`src/rtl/alu_pkg.sv`:
```
// Shared opcode constants, FSM encoding and decode helpers for the ALU issue sequencer.
package alu_pkg;

    localparam logic [3:0] OP_NOP = 4'b0000;
    localparam logic [3:0] OP_MUL = 4'b0001;
    localparam logic [3:0] OP_DIV = 4'b0010;
    localparam logic [3:0] OP_ROL = 4'b1000;
    localparam logic [3:0] OP_ROR = 4'b1001;
    localparam logic [3:0] OP_SLL = 4'b1010;
    localparam logic [3:0] OP_SLR = 4'b1011;
    localparam logic [3:0] OP_OR  = 4'b1100;
    localparam logic [3:0] OP_AND = 4'b1101;
    localparam logic [3:0] OP_SUB = 4'b1110;
    localparam logic [3:0] OP_ADD = 4'b1111;

    typedef enum logic [1:0] {
        S_IDLE = 2'd0,
        S_EXEC = 2'd1,
        S_DONE = 2'd2
    } state_t;

    // True for every control code the ALU implements.
    function automatic logic op_legal(input logic [3:0] op);
        case (op)
            OP_ADD, OP_SUB, OP_AND, OP_OR, OP_MUL,
            OP_DIV, OP_SLL, OP_SLR, OP_ROL, OP_ROR: return 1'b1;
            default:                                return 1'b0;
        endcase
    endfunction

    // Number of cycles the ALU inputs must be held before its outputs are trusted.
    function automatic logic [7:0] op_latency(input logic [3:0] op, input int mul_lat,
                                              input int div_lat, input int base_lat);
        case (op)
            OP_MUL:  return 8'(mul_lat);
            OP_DIV:  return 8'(div_lat);
            default: return 8'(base_lat);
        endcase
    endfunction

endpackage

```
`src/rtl/alu_issue_seq.sv`:
```
// Issue sequencer for the combinational 16-bit ALU: accepts one op, holds the
// ALU inputs for the op's settle time, captures result/flags, and hands them
// out over a valid/ready interface. Illegal ops and divide-by-zero bypass the ALU.
module alu_issue_seq
    import alu_pkg::*;
#(
    parameter int MUL_LAT  = 2,
    parameter int DIV_LAT  = 4,
    parameter int BASE_LAT = 1
) (
    input  logic        clk,
    input  logic        rst,
    input  logic        in_valid,
    output logic        in_ready,
    input  logic [3:0]  in_op,
    input  logic [15:0] in_a,
    input  logic [15:0] in_b,
    output logic [15:0] alu_a,
    output logic [15:0] alu_b,
    output logic [3:0]  alu_crtl,
    input  logic [15:0] alu_r,
    input  logic        alu_o,
    input  logic        alu_n,
    input  logic        alu_z,
    output logic        out_valid,
    input  logic        out_ready,
    output logic [15:0] out_r,
    output logic        out_o,
    output logic        out_n,
    output logic        out_z,
    output logic        out_err,
    output logic        busy
);

    state_t      state, state_nx;
    logic [7:0]  cnt;
    logic [3:0]  op_q;
    logic        start_ok;
    logic        accept;
    logic        cap;

    // The ALU's own N/Z are undefined for several ops, so flags are always
    // derived from R here instead.
    logic unused_alu_flags;
    assign unused_alu_flags = alu_n ^ alu_z;

    assign start_ok  = op_legal(in_op) && !(in_op == OP_DIV && in_b == 16'd0);
    assign in_ready  = (state == S_IDLE);
    assign out_valid = (state == S_DONE);
    assign busy      = (state != S_IDLE);

    // State register.
    always_ff @(posedge clk) begin
        if (rst) state <= S_IDLE;
        else     state <= state_nx;
    end

    // Next-state decode plus accept/capture strobes for the datapath.
    always_comb begin
        state_nx = state;
        accept   = 1'b0;
        cap      = 1'b0;
        case (state)
            S_IDLE: if (in_valid) begin
                accept   = 1'b1;
                state_nx = start_ok ? S_EXEC : S_DONE;
            end
            S_EXEC: if (cnt == 8'd0) begin
                cap      = 1'b1;
                state_nx = S_DONE;
            end
            S_DONE: if (out_ready) state_nx = S_IDLE;
            default: state_nx = S_IDLE;
        endcase
    end

    // Operand drive, settle counter and result capture.
    always_ff @(posedge clk) begin
        if (rst) begin
            op_q     <= OP_NOP;
            cnt      <= 8'd0;
            alu_a    <= 16'd0;
            alu_b    <= 16'd0;
            alu_crtl <= OP_NOP;
            out_r    <= 16'd0;
            out_o    <= 1'b0;
            out_n    <= 1'b0;
            out_z    <= 1'b0;
            out_err  <= 1'b0;
        end else if (accept) begin
            op_q <= in_op;
            if (start_ok) begin
                alu_a    <= in_a;
                alu_b    <= in_b;
                alu_crtl <= in_op;
                cnt      <= op_latency(in_op, MUL_LAT, DIV_LAT, BASE_LAT) - 8'd1;
            end else begin
                // Rejected ops never reach the ALU; its inputs stay idle.
                out_r   <= 16'hFFFF;
                out_o   <= 1'b0;
                out_n   <= 1'b0;
                out_z   <= 1'b0;
                out_err <= 1'b1;
            end
        end else if (state == S_EXEC) begin
            cnt <= cnt - 8'd1;
            if (cap) begin
                out_r    <= alu_r;
                out_o    <= (op_q == OP_ADD || op_q == OP_SUB) ? alu_o : 1'b0;
                out_n    <= alu_r[15];
                out_z    <= (alu_r == 16'd0);
                out_err  <= 1'b0;
                alu_a    <= 16'd0;
                alu_b    <= 16'd0;
                alu_crtl <= OP_NOP;
            end
        end
    end

endmodule

```
`config.mk`:
```
export PLATFORM = sky130hd
export DESIGN_NAME = alu_issue_seq
export DESIGN_NICKNAME = d
export VERILOG_FILES = /design/src/rtl/alu_pkg.sv /design/src/rtl/alu_issue_seq.sv
export SDC_FILE = /design/constraint.sdc
export NUM_CORES = 1
export LEC_CHECK = 0
export BUFFER_PORTS_ARGS = -buffer_cell sky130_fd_sc_hd__buf_2
export CAP_MARGIN = 20
export CORE_MARGIN = 4
export CORE_UTILIZATION = 47
export CTS_CLUSTER_DIAMETER = 60
export CTS_CLUSTER_SIZE = 20
export DETAILED_ROUTE_END_ITERATION = 10
export GPL_TIMING_DRIVEN = 0
export HOLD_SLACK_MARGIN = 0.05
export MAX_ROUTING_LAYER = met4
export PLACE_DENSITY = 0.78
export SLEW_MARGIN = 40
export SYNTH_ARGS = -nofsm -noshare
export SYNTH_HDL_FRONTEND = slang
export SYNTH_SLANG_ARGS = --single-unit
```
`constraint.sdc`:
```
create_clock -name clk -period 3 [get_ports clk]
set_input_delay 0.9 -clock clk [delete_from_list [all_inputs] [get_ports clk]]
set_output_delay 0.9 -clock clk [all_outputs]
set_load 0.005 [all_outputs]
```
==> metrics.txt <==
Synth warnings=0; Setup Viol. Count Final=0; nets=554; peak supply drop=346.9 uV; crit path time final=2644 ps; asr flop ratio synth=0%; Syn Nets=429; Total GRT Usage=a little under a quarter; reg2reg setup slack=570 ps; Hold Startpoint=alu_crtl[2]$_SDFFE_PP0P_; number of global-route vias before repair=3009; Psw=~760 uW; RSZ-0062 raised after global routing=false; Final Max Slew Viols=0; Hold Path Depth=2; critical path endpoint category=flop; ys flop type=dfxtp_1; Final Cycle Share=about 90%; Peak Freq=378.2 MHz; Finished Layout Cells=between 500 and 600; Req. time, crit path=3200 ps; max_cap viols=0; FP Rows=28; Die ar.=around 7700 um^2; Post-Syn Instances=367; Vias per Instance=5.512; Unique masters post-synth=51; largest net degree at the start of global routing=12; post-synth top area share=around 46%; area grow syn2layout=28.57%; internal power=1.696 mW; Routed WL per cell=14.69 um; die height=87.90 um; Sum Neg Setup Slack=0 ps; synthesized area=3000 um^2; CP arrival=2840 ps; Synth Register Bits=69; ANT nets after route=0; initial antenna violation count=0; Skew-Pair Late Insertion Delay=330 ps; power share of the clock group=30.0%; Core Area=6061 um^2; Hold WC Path Type=flop to flop; Post-CTS Hold Fix Bufs=0; Switching Fraction=roughly 31%; status=complete, no violations; Pwr Density=approximately 640 nW/um^2; FF-to-FF Start=state[0]$_SDFFE_PP0P_; met2 wire len=3920 um; Final Power=between 2 and 2.5 mW; cell taking the most area after synthesis=dfxtp_1; CTS buffer count=9; DRC violations left=0; reg2reg end=cnt[2]$_SDFFE_PP0P_; hold endpoint=alu_crtl[2]$_SDFFE_PP0P_; H-tree levels=3; Setup Skew=7.433 ps; register area share after synthesis=46.04%; critical-path maximum fanout=9; Routed Wire Length=8403 um; Seq pwr share=around 44%; first-pass GRT wire length=~14000 um; Post-CTS Setup Bufs=0; critical path class=primary input to flop; CTS clk-pin slew, worst paths=70 ps; IO Pins=118; Iter 0 DRT Violations=139; worst-case reg-to-reg path depth=9; via count=3153; total gr overflow=0; first drt pass iteration count=4; Max-slew headroom=61.68%; EDFF count, synth=0; CTS Sinks=69; DP Cell Count=between 500 and 600; port buffer count=114; post-cts repair resize count=0; Die Wd=87.90 um; CTS max path bufs=2; Starting Density=49.50%; final setup margin=355.7 ps; syn_area_per_cell=8.175 um^2; Worst Setup Start Kind=primary input; Lkg Pwr=1.686 nW; Gate power share=about a quarter; Post-DP HPWL=6292 um; Placer Congestion=0.8529; DR top layer=met4; Met1 Wirelength=between 3000 and 4000 um; DP Worst Slack=approximately 75 ps; Hold WS=between 400 and 500 ps; CTS tree=yes; Final Hold Viols=0; worst slew pin tran=574.8 ps; layout cells sized above 1=31.39%; n_diodes=0; DR WL met3=between 600 and 700 um; Area contributors post-synth=dfxtp_1, nand2_1, a21oi_1; clock root cell=clkbuf_8
[critical path, cell delays in order]
cell      delay [ps]
buf_2            110
or3b_2           460
clkbuf_1         230
a211oi_1         290
a21oi_1          110
ha_1             280
and3_1           180
a211oi_1         180
o22ai_1          110
[how the worst max path moves through the flow]
stage | startpoint | to | cells after the start
finish | in_valid | cnt[2]$_SDFFE_PP0P_ | 9
global route | in_valid | cnt[2]$_SDFFE_PP0P_ | 9
CTS | in_valid | cnt[2]$_SDFFE_PP0P_ | 9
detailed placement | in_valid | cnt[2]$_SDFFE_PP0P_ | 9
global placement | in_valid | cnt[2]$_SDFFE_PP0P_ | 9
floorplan | in_valid | cnt[2]$_SDFFE_PP0P_ | 8
[cells by family (layout without fill, tap and decap cells)]
kind of cell	count (synthesis)	in the layout	share of synthesized area (%)
xor gates and xnor gates	2	2	0.5839
DFF	69	69	46.04
buffers and inverters	34	164	5.296
muxes	1	1	0.3336
and+or+nand+nor	160	160	26.31
AOI/OAI and AO/OA	98	98	20.18
adders and majority gates	3	3	1.251
[metrics by stage]
stage,area [um^2],utilization (%)
2_1_floorplan,3000,-
4_1_cts,3857,63.65
6_report,3857,63.65
3_5_place_dp,3665,60.47
5_1_grt,3857,63.65
3_3_place_gp,3665,60.47
[layout make-up]
class	instances	area [um^2]
buffer	29	140.1
clock buffer	12	145.1
clock inverter	4	47.55
fill	565	2203
inverter	5	18.77
multi-input combinational	264	1460
sequential	69	1381
tap	75	93.84
timing repair buffer	114	570.5
[synth_stat cells (all sizes together) (3+ instances only)]
| master | instances |
|---|---|
| a211oi | 3 |
| a21oi | 54 |
| a311oi | 4 |
| a31oi | 11 |
| buf | 13 |
| clkbuf | 16 |
| dfxtp | 69 |
| ha | 3 |
| inv | 5 |
| nand2 | 74 |
| nand3 | 40 |
| nor2 | 13 |
| nor2b | 3 |
| nor3 | 9 |
| nor4 | 8 |
| o211ai | 4 |
| o21ai | 5 |
| or4 | 3 |
[power groups by stage]
stage | Clock, mW | Sequential [mW] | Combinational [mW]
floorplan | 0 | 1.10 | 0.397
global placement | 0 | 1.10 | 0.616
finish | 0.737 | 1.09 | 0.638
CTS | 0.755 | 1.08 | 0.638
global route | 0.796 | 1.10 | 0.714
detailed placement | 0 | 1.10 | 0.635
[layout by cell type (no fill, tap or decap), types with 2 or more instances in the layout]
cell type	synthesis	routed
nor3b_2	2	2
xnor2_1	2	2
or4_1	2	2
ha_1	3	3
nand4_1	2	2
a311oi_1	4	4
o41ai_1	2	2
a211oi_1	2	2
nor4_1	5	5
nor3_1	8	8
and3_1	2	2
buf_2	10	124
o21bai_1	2	2
clkbuf_1	16	18
clkbuf_8	0	10
clkinv_2	0	2
nor4_2	3	3
buf_6	2	2
nor2_1	12	12
a211o_1	2	2
dfxtp_1	69	69
nand2_1	74	74
o211ai_1	3	3
nand3_1	39	39
o21ai_0	4	4
a31oi_1	11	11
a21oi_1	54	54
nor2b_1	3	3
inv_1	5	5
[metal layers]
metal  global-route usage [%]  up-vias
li1                         -     1553
met1                    27.40     1474
met2                    38.56      116
met3                    4.233       10
met4                    7.671        0
met5                        -        -
[registers in the layout, indices dropped and copies added, names as in the netlist]
| register | flops |
|---|---|
| alu_a | 16 |
| alu_b | 16 |
| out_r | 16 |
| cnt | 8 |
| alu_crtl | 4 |
| op_q | 3 |
| state | 2 |
| out_err | 1 |
| out_n | 1 |
| out_o | 1 |
| out_z | 1 |
(Power assumes the default switching activity.)
